--- config.mk ---
export PLATFORM = sky130hd
export DESIGN_NAME = ysyx_23060061_trap_ctrl
export DESIGN_NICKNAME = d
export VERILOG_FILES = /design/src/rtl/ysyx_23060061_trap_ctrl_pkg.sv /design/src/rtl/ysyx_23060061_csr_alu.sv /design/src/rtl/ysyx_23060061_trap_ctrl.sv
export SDC_FILE = /design/constraint.sdc
export NUM_CORES = 1
export LEC_CHECK = 0
export CAP_MARGIN = 25
export CORE_MARGIN = 5
export CORE_UTILIZATION = 40
export DETAILED_ROUTE_END_ITERATION = 10
export DONT_BUFFER_PORTS = 1
export PLACE_DENSITY_LB_ADDON = 0.15
export SLEW_MARGIN = 10
export SYNTH_ARGS = -nofsm -noshare
export SYNTH_HDL_FRONTEND = slang
export SYNTH_SLANG_ARGS = --single-unit
--- constraint.sdc ---
create_clock -name clk -period 1.5 [get_ports clk]
set_input_delay 0.3 -clock clk [delete_from_list [all_inputs] [get_ports clk]]
set_output_delay 0.3 -clock clk [all_outputs]
set_load 0.02 [all_outputs]
--- src/rtl/ysyx_23060061_trap_ctrl_pkg.sv ---
// Shared encodings for the trap/CSR sequencer: Zicsr funct3 values, machine CSR numbers, FSM states.
package ysyx_23060061_trap_ctrl_pkg;

  localparam logic [2:0] F3_RW  = 3'b001;
  localparam logic [2:0] F3_RS  = 3'b010;
  localparam logic [2:0] F3_RC  = 3'b011;
  localparam logic [2:0] F3_RWI = 3'b101;
  localparam logic [2:0] F3_RSI = 3'b110;
  localparam logic [2:0] F3_RCI = 3'b111;

  localparam logic [11:0] CSR_MSTATUS = 12'h300;
  localparam logic [11:0] CSR_MTVEC   = 12'h305;
  localparam logic [11:0] CSR_MEPC    = 12'h341;
  localparam logic [11:0] CSR_MCAUSE  = 12'h342;

  localparam logic [2:0] ST_IDLE  = 3'd0;
  localparam logic [2:0] ST_READ  = 3'd1;
  localparam logic [2:0] ST_WRITE = 3'd2;
  localparam logic [2:0] ST_TRAP  = 3'd3;
  localparam logic [2:0] ST_MRET  = 3'd4;
  localparam logic [2:0] ST_RESP  = 3'd5;

  function automatic logic csr_implemented(input logic [11:0] addr);
    logic hit;
    case (addr)
      CSR_MSTATUS, CSR_MTVEC, CSR_MEPC, CSR_MCAUSE: hit = 1'b1;
      default: hit = 1'b0;
    endcase
    return hit;
  endfunction

  function automatic logic funct3_legal(input logic [2:0] f3);
    logic ok;
    case (f3)
      F3_RW, F3_RS, F3_RC, F3_RWI, F3_RSI, F3_RCI: ok = 1'b1;
      default: ok = 1'b0;
    endcase
    return ok;
  endfunction

endpackage

--- src/rtl/ysyx_23060061_csr_alu.sv ---
// Zicsr new-value computation: write/set/clear of the old CSR value by a register or zimm source.
module ysyx_23060061_csr_alu
  import ysyx_23060061_trap_ctrl_pkg::*;
#(
  parameter int XLEN = 32
) (
  input  logic [2:0]      funct3,
  input  logic [XLEN-1:0] old,
  input  logic [XLEN-1:0] src,
  input  logic            rs1_zero,
  output logic [XLEN-1:0] wdata,
  output logic            wr_en
);

  // Set/clear with x0 (or zimm 0) must not write, so side-effect-free CSR reads stay reads.
  always_comb begin
    wdata = {XLEN{1'b0}};
    wr_en = 1'b0;
    case (funct3)
      F3_RW, F3_RWI: begin
        wdata = src;
        wr_en = 1'b1;
      end
      F3_RS, F3_RSI: begin
        wdata = old | src;
        wr_en = ~rs1_zero;
      end
      F3_RC, F3_RCI: begin
        wdata = old & ~src;
        wr_en = ~rs1_zero;
      end
      default: begin
        wdata = {XLEN{1'b0}};
        wr_en = 1'b0;
      end
    endcase
  end

endmodule

--- src/rtl/ysyx_23060061_trap_ctrl.sv ---
// Sequencer between execute and the machine CSR file: multi-cycle Zicsr RMW, ecall and mret,
// returning rd data and a PC redirect over a valid/ready handshake.
module ysyx_23060061_trap_ctrl
  import ysyx_23060061_trap_ctrl_pkg::*;
#(
  parameter int XLEN = 32
) (
  input  logic            clk,
  input  logic            rst,
  input  logic            in_valid,
  output logic            in_ready,
  input  logic [2:0]      in_funct3,
  input  logic            in_ecall,
  input  logic            in_mret,
  input  logic [11:0]     in_csr_addr,
  input  logic [4:0]      in_rs1_idx,
  input  logic [XLEN-1:0] in_rs1_data,
  input  logic [XLEN-1:0] in_pc,
  output logic            csr_en,
  output logic [11:0]     csr_id,
  output logic [XLEN-1:0] csr_wdata,
  input  logic [XLEN-1:0] csr_rdata,
  output logic            csr_ecall,
  output logic [XLEN-1:0] csr_pc,
  input  logic [XLEN-1:0] csr_mtvec,
  input  logic [XLEN-1:0] csr_mepc,
  output logic            out_valid,
  input  logic            out_ready,
  output logic [XLEN-1:0] out_rd_data,
  output logic            out_redirect,
  output logic [XLEN-1:0] out_redir_pc,
  output logic            out_illegal
);

  logic [2:0]      state_r, state_s;
  logic [2:0]      funct3_r;
  logic [11:0]     addr_r;
  logic [XLEN-1:0] src_r, old_r;
  logic            rs1_zero_r, illegal_r;
  logic            accept_s;

  logic            in_ready_r, in_ready_s;
  logic            csr_en_r, csr_en_s, csr_ecall_r, csr_ecall_s;
  logic [11:0]     csr_id_r, csr_id_s;
  logic [XLEN-1:0] csr_wdata_r, csr_wdata_s, csr_pc_r, csr_pc_s;
  logic            out_valid_r, out_valid_s, out_redirect_r, out_redirect_s;
  logic            out_illegal_r, out_illegal_s;
  logic [XLEN-1:0] out_rd_data_r, out_rd_data_s, out_redir_pc_r, out_redir_pc_s;

  logic [XLEN-1:0] alu_wdata_s;
  logic            alu_wr_en_s;

  ysyx_23060061_csr_alu #(.XLEN(XLEN)) u_alu (
    .funct3   (funct3_r),
    .old      (csr_rdata),
    .src      (src_r),
    .rs1_zero (rs1_zero_r),
    .wdata    (alu_wdata_s),
    .wr_en    (alu_wr_en_s)
  );

  assign accept_s = in_valid & in_ready_r;

  // Next-state and next-output decode; CSR strobes default low so they only ever pulse once.
  always_comb begin
    state_s        = state_r;
    in_ready_s     = 1'b0;
    csr_en_s       = 1'b0;
    csr_ecall_s    = 1'b0;
    csr_id_s       = 12'h000;
    csr_wdata_s    = {XLEN{1'b0}};
    csr_pc_s       = {XLEN{1'b0}};
    out_valid_s    = out_valid_r;
    out_rd_data_s  = out_rd_data_r;
    out_redirect_s = out_redirect_r;
    out_redir_pc_s = out_redir_pc_r;
    out_illegal_s  = out_illegal_r;
    case (state_r)
      ST_IDLE: begin
        if (accept_s) begin
          if (in_ecall) begin
            state_s     = ST_TRAP;
            csr_ecall_s = 1'b1;
            csr_pc_s    = in_pc;
          end else if (in_mret) begin
            state_s = ST_MRET;
          end else if (funct3_legal(in_funct3) && csr_implemented(in_csr_addr)) begin
            state_s  = ST_READ;
            csr_id_s = in_csr_addr;
          end else begin
            state_s  = ST_WRITE;
            csr_id_s = in_csr_addr;
          end
        end else begin
          in_ready_s = 1'b1;
        end
      end
      ST_READ: begin
        state_s     = ST_WRITE;
        csr_id_s    = addr_r;
        csr_en_s    = alu_wr_en_s;
        csr_wdata_s = alu_wdata_s;
      end
      ST_WRITE: begin
        state_s        = ST_RESP;
        out_valid_s    = 1'b1;
        out_rd_data_s  = illegal_r ? {XLEN{1'b0}} : old_r;
        out_redirect_s = 1'b0;
        out_redir_pc_s = {XLEN{1'b0}};
        out_illegal_s  = illegal_r;
      end
      ST_TRAP: begin
        state_s        = ST_RESP;
        out_valid_s    = 1'b1;
        out_rd_data_s  = {XLEN{1'b0}};
        out_redirect_s = 1'b1;
        out_redir_pc_s = csr_mtvec;
        out_illegal_s  = 1'b0;
      end
      ST_MRET: begin
        state_s        = ST_RESP;
        out_valid_s    = 1'b1;
        out_rd_data_s  = {XLEN{1'b0}};
        out_redirect_s = 1'b1;
        out_redir_pc_s = csr_mepc;
        out_illegal_s  = 1'b0;
      end
      ST_RESP: begin
        if (out_ready) begin
          state_s        = ST_IDLE;
          in_ready_s     = 1'b1;
          out_valid_s    = 1'b0;
          out_rd_data_s  = {XLEN{1'b0}};
          out_redirect_s = 1'b0;
          out_redir_pc_s = {XLEN{1'b0}};
          out_illegal_s  = 1'b0;
        end else begin
          state_s = ST_RESP;
        end
      end
      default: begin
        state_s        = ST_IDLE;
        in_ready_s     = 1'b1;
        out_valid_s    = 1'b0;
        out_rd_data_s  = {XLEN{1'b0}};
        out_redirect_s = 1'b0;
        out_redir_pc_s = {XLEN{1'b0}};
        out_illegal_s  = 1'b0;
      end
    endcase
  end

  // State and registered outputs.
  always_ff @(posedge clk) begin
    if (rst) begin
      state_r        <= ST_IDLE;
      in_ready_r     <= 1'b1;
      csr_en_r       <= 1'b0;
      csr_ecall_r    <= 1'b0;
      csr_id_r       <= 12'h000;
      csr_wdata_r    <= {XLEN{1'b0}};
      csr_pc_r       <= {XLEN{1'b0}};
      out_valid_r    <= 1'b0;
      out_rd_data_r  <= {XLEN{1'b0}};
      out_redirect_r <= 1'b0;
      out_redir_pc_r <= {XLEN{1'b0}};
      out_illegal_r  <= 1'b0;
    end else begin
      state_r        <= state_s;
      in_ready_r     <= in_ready_s;
      csr_en_r       <= csr_en_s;
      csr_ecall_r    <= csr_ecall_s;
      csr_id_r       <= csr_id_s;
      csr_wdata_r    <= csr_wdata_s;
      csr_pc_r       <= csr_pc_s;
      out_valid_r    <= out_valid_s;
      out_rd_data_r  <= out_rd_data_s;
      out_redirect_r <= out_redirect_s;
      out_redir_pc_r <= out_redir_pc_s;
      out_illegal_r  <= out_illegal_s;
    end
  end

  // Request fields latched at the accept edge; old CSR value captured during READ.
  always_ff @(posedge clk) begin
    if (rst) begin
      funct3_r   <= 3'b000;
      addr_r     <= 12'h000;
      src_r      <= {XLEN{1'b0}};
      rs1_zero_r <= 1'b0;
      illegal_r  <= 1'b0;
      old_r      <= {XLEN{1'b0}};
    end else if (accept_s) begin
      funct3_r   <= in_funct3;
      addr_r     <= in_csr_addr;
      src_r      <= in_funct3[2] ? {{(XLEN-5){1'b0}}, in_rs1_idx} : in_rs1_data;
      rs1_zero_r <= (in_rs1_idx == 5'd0);
      illegal_r  <= ~in_ecall & ~in_mret &
                    ~(funct3_legal(in_funct3) & csr_implemented(in_csr_addr));
      old_r      <= old_r;
    end else if (state_r == ST_READ) begin
      old_r <= csr_rdata;
    end else begin
      old_r <= old_r;
    end
  end

  // Strobes are masked by rst so a reset landing on WRITE/TRAP never reaches the CSR file.
  assign csr_en       = csr_en_r & ~rst;
  assign csr_ecall    = csr_ecall_r & ~rst;
  assign in_ready     = in_ready_r;
  assign csr_id       = csr_id_r;
  assign csr_wdata    = csr_wdata_r;
  assign csr_pc       = csr_pc_r;
  assign out_valid    = out_valid_r;
  assign out_rd_data  = out_rd_data_r;
  assign out_redirect = out_redirect_r;
  assign out_redir_pc = out_redir_pc_r;
  assign out_illegal  = out_illegal_r;

endmodule

Word level (Yosys, flattened, before mapping). Index checks and enable logic that the tools add are counted. Widths: inputs -> output; s select.

Input port bits: 186. Register bits after elaboration: 230. Output and inout bits: 146. Word-level logic and storage cells: 116.

Muxes and demuxes: 39. Eq/ne operators: 23. Reductions and logical operators: 18. Bitwise gates (word level): 18.

Operators by type and width (number): $pmux 32 s3 (2); $pmux 32 s4 (1); $mux 32 (3); $eq 12x10->1 const B (4); $mux 12 (3); $and 32x32->32 (1); $not 32->32 (1); $or 32x32->32 (1); $eq 3x3->1 const B (8); $pmux 12 s2 (1); $eq 3x2->1 const B (6); $mux 1 (18); $reduce_or 4->1 (4); $mux 3 (4); $pmux 1 s3 (4); $pmux 3 s4 (1); $reduce_or 2->1 (6); $eq 3x1->1 const B (3); $not 1->1 (9); $and 1x1->1 (6); $reduce_or 3->1 (2); $reduce_or 6->1 (1); $logic_not 5->1 (1); $ne 2x2->1 const B (2); other kinds (5) (6).

Longest topological paths before layout. Gate-level depths: netlist of the first run.

Depth after elaboration: 13. Mapped depth: 7. Gate-level depth less buffers: 4.

Hierarchy. A second synthesis of the first run with hierarchy kept.

Cell total of the unflattened synthesis: 911. Area total of the unflattened synthesis: 8549.4 µm².

Modules (own cells, without submodules): ysyx_23060061_trap_ctrl (area each 7723.7 µm², cells an instance 799, sequential area each 4604.4 µm², instances 1); ysyx_23060061_csr_alu (area each 825.8 µm², cells an instance 112, sequential area each 0.0 µm², instances 1).

Least setup slack after synthesis of the first run. No wires, ideal clock.

Path type: register to register. Start: register state_r[2]. End: register out_redir_pc_r[22], in the netlist out_redir_pc[22]. Path buffers: 2. Clock period less this slack: 1.477 ns. Arrival time: 1.350 ns. Library setup time: 0.128 ns. Stages on the path, launching flop included: 7. Required time: 1.372 ns. Path slack: 0.023 ns. Cell sequence: dfxtp_1 > nor2b_2 > and2_1 > buf_2 > buf_6 > a222oi_1 > nor2_1.

Word-level cells in the longest chain between the ends: 4. Elaborated cells on any way between the ends: 10. Classes of those cells: 5 x eq/ne; 1 x mux; 1 x bitwise; 3 x reduce/logical.

RTL lines: start: declaration (line ysyx_23060061_trap_ctrl.sv:35) `logic [2:0] state_r, state_s;`; start signal: assignment (line ysyx_23060061_trap_ctrl.sv:169) `state_r <= state_s;`; branches (longest 4 deep; another with $pmux 32 s4); end signal: assignment (line ysyx_23060061_trap_ctrl.sv:166) `out_redir_pc_r <= {XLEN{1'b0}};`; end signal: assignment (line ysyx_23060061_trap_ctrl.sv:179) `out_redir_pc_r <= out_redir_pc_s;`; end: declaration (line ysyx_23060061_trap_ctrl.sv:48) `logic [XLEN-1:0] out_rd_data_r, out_rd_data_s, out_redir_pc_r, out_redir_pc_s;`.

Several ways; the timed one is not identified. A chain may end at the register's enable or synchronous reset.

Worst setup path after layout of the first run.
Start: register state_r[0]. End: register out_redir_pc_r[31], in the netlist out_redir_pc[31].

Same word-level chain as after synthesis.

==> results of run 1 <==
==> worst max-delay path, cell delays in order, from the launching register on <==
cell and delay (ns):
dfxtp_4 0.36, buf_8 0.13, nand2b_4 0.06, a21oi_4 0.05, buf_6 0.14, clkbuf_16 0.17
a222oi_1 0.35, nor2_1 0.06
==> metrics by stage <==
stage | total power, mW | TNS [ns] | utilization | worst slack, ns | instance area [um2]
after global routing | 16.0 | -0.0331 | 0.496 | -0.0123 | 9980
final | 15.4 | 0 | 0.496 | 0.0434 | 9980
after CTS | 15.3 | 0 | 0.488 | 0.000480 | 9810
after detailed placement | 9.07 | 0 | 0.424 | 0.00114 | 8520
after global placement | 9.06 | 0 | 0.424 | 0.0302 | 8520
after floorplan | 8.37 | 0 | - | 0.0227 | 8110
==> logic make-up (layout without fill, tap and decap cells) <==
family | Yosys count | after routing | synth area share
and+or+nand+nor | 386 | 386 | 0.215
DFF | 229 | 229 | 0.565
AOI/OAI and AO/OA | 203 | 203 | 0.167
buffers and inverters | 78 | 129 | 0.0424
muxes | 6 | 6 | 0.00741
xor gates and xnor gates | 2 | 2 | 0.00216
==> layout make-up <==
cell class / instances / area (um2) / area share
clock buffers: 34 / 689 / 0.0691
flip-flops and latches: 229 / 4600 / 0.461
clock inverters: 8 / 120 / 0.0120
well taps: 270 / 338 / 0.0339
repair buffers: 85 / 976 / 0.0978
multi-input cells: 597 / 3250 / 0.326
inverters: 2 / 7.51 / 0.000752
==> flip-flops by register name, summed over array words and instances (netlist names) <==
signal        count
csr_pc           32
csr_wdata        32
old_r            32
out_rd_data      32
out_redir_pc     32
src_r            32
addr_r           12
csr_id           12
state_r           3
funct3_r          2
csr_ecall_r       1
csr_en_r          1
illegal_r         1
in_ready          1
out_illegal       1
out_redirect      1
out_valid         1
rs1_zero_r        1
==> worst max-delay path by stage <==
stage,to,depth (start not counted)
3_3_place_gp,state_r[0],4
2_1_floorplan,out_redir_pc[22],6
3_5_place_dp,old_r[27],5
5_1_grt,out_redir_pc[16],7
4_1_cts,out_rd_data[9],6
6_report,out_redir_pc[31],7
==> routing by layer <==
layer | global-route usage | part of all wire
met5 | 0 | 0
met4 | 0.0497 | 0.019
met1 | 0.236 | 0.38
met2 | 0.344 | 0.50
met3 | 0.0716 | 0.098
==> timing repair <==
item | 4_1_cts | 5_1_grt
pin swaps | 0 | 12
endpoints found under the hold margin | 193 | 147
gates resized for setup | 5 | 13
gates cloned | 0 | 4
setup endpoints to repair | 9 | 109
setup buffers | 0 | 4
==> power by group through the flow <==
| stage | clock (mW) | sequential [mW] | combinational [mW] |
|---|---|---|---|
| 5_1_grt | 6.46 | 7.06 | 2.52 |
| 3_5_place_dp | 0 | 7.15 | 1.92 |
| 2_1_floorplan | 0 | 7.04 | 1.33 |
| 6_report | 6.05 | 7.02 | 2.29 |
| 3_3_place_gp | 0 | 7.15 | 1.91 |
| 4_1_cts | 6.23 | 7.02 | 2.03 |
==> cell usage after synthesis (all sizes together) <==
library cell / n
a211oi: 8
a21o: 1
a21oi: 110
a221oi: 1
a222oi: 32
a22o: 11
a22oi: 33
a41o: 1
and2: 5
and3: 32
and4b: 1
buf: 32
clkbuf: 44
dfxtp: 229
inv: 2
mux2i: 6
nand2: 155
nand2b: 4
nand3b: 29
nand4: 1
nor2: 142
nor2b: 5
nor3: 5
nor3b: 2
nor4: 1
nor4b: 1
nor4bb: 1
o21ai: 4
o31a: 2
or4: 1
or4b: 1
xor2: 2
==> flow_summary.ini, run 1 <==
[status]
run_status = finished, violations left
violations = negative hold slack

[global_routing]
grt.total_usage = 0.199
grt_pass1_vias = 6387
grt-ovfl-total = 0
antenna_found_initial = 0
grt_max_degree = 157
grt_pass1_wl_um = 37500

[logic_synthesis]
ys_seq_elements = 229
yosys.area.top_type = dfxtp_1
synth_area_mm2 = 0.00811
yosysSeqAreaShare = 0.565
netlist_top_cells_area = dfxtp_1 57%, nand2_1 7.2%, a21oi_1 6.8%
syn_avg_cell_area_um2 = 8.97
synth_top_area_share = 0.565
synth.distinct_cells = 41
syn_inst = 904
ys.warnings.count = 0
syn_nets = 1090

[sta]
holdWs_ns = -0.133
hold_viol = 126
min_period_over_period = 0.971
rsz0062_at_grt = yes
setup_viol = 0
slew_violations = 0
fin_worst_skew_ns = 0.0107
min_period_ns = 1.46
worst_pin_slew_ns = 0.338
max_clock_freq_ghz = 0.687
max-slew-margin-rel = 0.774

[critical_path]
crit_required_ns = 1.89
cp.arrival_ns = 1.85
r2r-start = state_r[0]
start_kind = flip-flop
rr_worst_depth = 7
crit_type = reg -> reg
reg2reg_to = out_redir_pc[31]
critPathMaxFanout = 16
r2r_setup_slack_ns = 0.04
crit_path_start = state_r[0]
endpoint_kind = flip-flop

[power]
p_per_area_mw_per_mm2 = 1540
p_sw_mw = 4.15
ir_worst_vdd_v = 0.000836
p_int_mw = 11.2
p_sw_frac = 0.270
power_frac_seq = 0.457
combPwrFrac = 0.149
power_leakage_nw = 3.75
power.share.clock = 0.394

[layout]
area_delta_synth_final_pct = 23.1
layout_commonest_cell = dfxtp_1
finalNonFillerCells = 1225
diodes = 0
final_cell_mix = 225 x dfxtp_1, 154 x nand2_1, 141 x nor2_1, 109 x a21oi_1, 46 x dlygate4sd3_1
final_nets = 1125
fill_cells = 1883
drive_above_1_share = 0.101

[floorplanning]
io_pins = 332
core.rowCount = 52
coreArea_mm2 = 0.0201
fp.dieW_um = 152
die_h_um = 152
initial_core_util = 0.403
fp.dieArea_mm2 = 0.0232

[routing]
drtAntennaViolNets = 0
vias_per_cell = 5.35
finalWirelength_um = 25200
first_iter_violations = 348
wl_per_cell_um = 20.6
drt-pass1-iter-count = 6
drc_errors = 0
vias = 6554

[placement]
gp_congestion = 0.774
port_buffers = 0
place_inst = 1129
place_hpwl_um = 16200

[cts]
clock_latency_ns = 0.51
cts_made_buffers = 24
clock_sink_count = 229
holdBufCountCts = 46
h-tree-depth = 1
clockBufferDepth = 3
cts_tree = done
clkTransAtPathRegs_ns = 0.06
cts_root_buf = clkbuf_16

[worst_hold_path]
min_from = rst
hold_path_depth = 1
hold-path-endpoint = addr_r[8]
min_path_type = in -> reg

[run]
max_cap_viol_count = 0
(Power assumes the default switching activity.)
==> inputs of run 2 (changes only) <==
- PLACE_DENSITY_LB_ADDON: 0.15 -> default
==> run 2 against run 1 <==
The run still ends with negative hold slack left. Final cell count grew 2.1%. Clock skew is 0.00067 ns lower. Count of clock-buffer cells in the layout down 3. Critical path type is now reg -> out. Largest power group unchanged. Highest routed layer unchanged.
==> flow_summary.ini, run 2 (synthesized netlist as in run 1, its figures left out) <==
[status]
run_status = finished, violations left
violations = negative hold slack

[routing]
finalWirelength_um = 24900
vias_per_cell = 5.38
wl_per_cell_um = 19.9
first_iter_violations = 393
drt-pass1-iter-count = 8
vias = 6729
drtAntennaViolNets = 0
drc_errors = 0

[global_routing]
grt_pass1_wl_um = 37500
grt_max_degree = 157
grt.total_usage = 0.197
met2_usage = 0.325
grtUsageMet3 = 0.0719
grtUsageMet1 = 0.246
grt_pass1_vias = 6301
antenna_found_initial = 0
grt-ovfl-total = 0
top_usage_layer = met2

[cts]
clkTransAtPathRegs_ns = 0.06
clockBufferDepth = 3
h-tree-depth = 1
cts_tree = done
clock_latency_ns = 0.52
cts_root_buf = clkbuf_16
clock_sink_count = 229
cts_made_buffers = 25

[layout]
area_delta_synth_final_pct = 25.8
layout_commonest_cell = dfxtp_1
fin_area_mm2 = 0.0102
seqCellArea_mm2 = 0.00459
finalNonFillerCells = 1251
multi_input_area_mm2 = 0.00322
fill_cells = 1834
diodes = 0
final_cell_mix = 226 x dfxtp_1, 154 x nand2_1, 141 x nor2_1, 109 x a21oi_1, 83 x dlygate4sd3_1
drive_above_1_share = 0.0856
final_nets = 1153

[critical_path]
crit_path_cell_trace = nor2b_2
cp_slowest_stage_delay_ns = 0.31
critPathBufInv = 0
crit_path_top_delay_cell = dfxtp_1
critPathTopFamily = flip-flops
critPathMaxFanout = 1
crit_required_ns = 1.20
crit_type = reg -> out
cp.arrival_ns = 1.14
start_kind = flip-flop
endpoint_kind = output port

[sta]
finalSetupTns_ns = 0
holdWs_ns = -0.140
rsz0062_at_grt = yes
min_period_ns = 1.44
setup_viol = 0
max-slew-margin-rel = 0.776
max_clock_freq_ghz = 0.696
hold_viol = 104
worst_pin_slew_ns = 0.335
fin_worst_skew_ns = 0.0100
min_period_over_period = 0.958
slew_violations = 0

[power]
power_leakage_nw = 3.85
power_frac_seq = 0.459
combPwrFrac = 0.143
ir_worst_vdd_v = 0.00118
power.share.clock = 0.398
p_sw_frac = 0.272
p_per_area_mw_per_mm2 = 1500
p_sw_mw = 4.16
p_int_mw = 11.1

[placement]
gp_congestion = 0.806
place_inst = 1124
postPlaceCellArea_mm2 = 0.00850
place_hpwl_um = 15900
port_buffers = 0

[floorplanning]
coreArea_mm2 = 0.0201
fp.dieW_um = 152
core.rowCount = 52
initial_core_util = 0.403
die_h_um = 152
io_pins = 332
fp.dieArea_mm2 = 0.0232

[run]
max_cap_viol_count = 0

[worst_hold_path]
min_path_type = in -> reg
==> run 2: worst paths after layout <==
kind	from	endpoint	slack [ns]	cells past startpoint
worst min register to register	addr_r[7]	addr_r[7]	0.45	2
worst min-delay path	rst	addr_r[4]	-0.14	1
worst max-delay path	csr_en_r	csr_en	0.06	1
worst max register to register	state_r[0]	out_rd_data[7]	0.08	7
==> run 2: final cells by class <==
type                            count  area share
Sequential cell                   229       0.450
Multi-Input combinational cell    597       0.316
Timing Repair Buffer              112       0.120
Clock buffer                       31      0.0665
Tap cell                          270      0.0331
Clock inverter                     10      0.0132
Inverter                            2    0.000736
==> run 2: worst reg2reg max path: cells and delay by family (launching register included) <==
family          cells  cell delay (ns)
buf+inv             3             0.55
flops               1             0.37
compound gates      2             0.27
simple gates        2             0.18
==> run 2: power by group through the flow <==
stage | combinational (mW) | clock (mW) | sequential, mW
finish | 2.19 | 6.09 | 7.02
global placement | 1.88 | 0 | 7.15
detailed placement | 1.91 | 0 | 7.15
global route | 2.41 | 6.50 | 7.06
CTS | 2.02 | 6.22 | 7.02
floorplan | 1.33 | 0 | 7.04
==> run 2: what timing repair did <==
item	in CTS	in global routing
setup endpoints to repair	14	101
cloned	0	1
resized for setup	4	4
hold buffers	46	37
buffers inserted	0	2
hold endpoints to repair	193	147
pin swaps	1	2
==> run 2: stage by stage <==
stage / total power, mW / util / setup slack [ns]
floorplan: 8.37 / - / 0.0227
global placement: 9.03 / 0.423 / -0.0185
detailed placement: 9.07 / 0.423 / -0.0412
CTS: 15.3 / 0.486 / 0.0250
global route: 16.0 / 0.507 / -0.00532
finish: 15.3 / 0.507 / 0.0629
==> run 2: per-layer routing <==
| layer | vias to the layer above | wire (um) |
|---|---|---|
| li1 | 3248 | - |
| met1 | 3098 | 9670 |
| met2 | 340 | 11800 |
| met3 | 43 | 2760 |
| met4 | 0 | 647 |
| met5 | - | 0 |
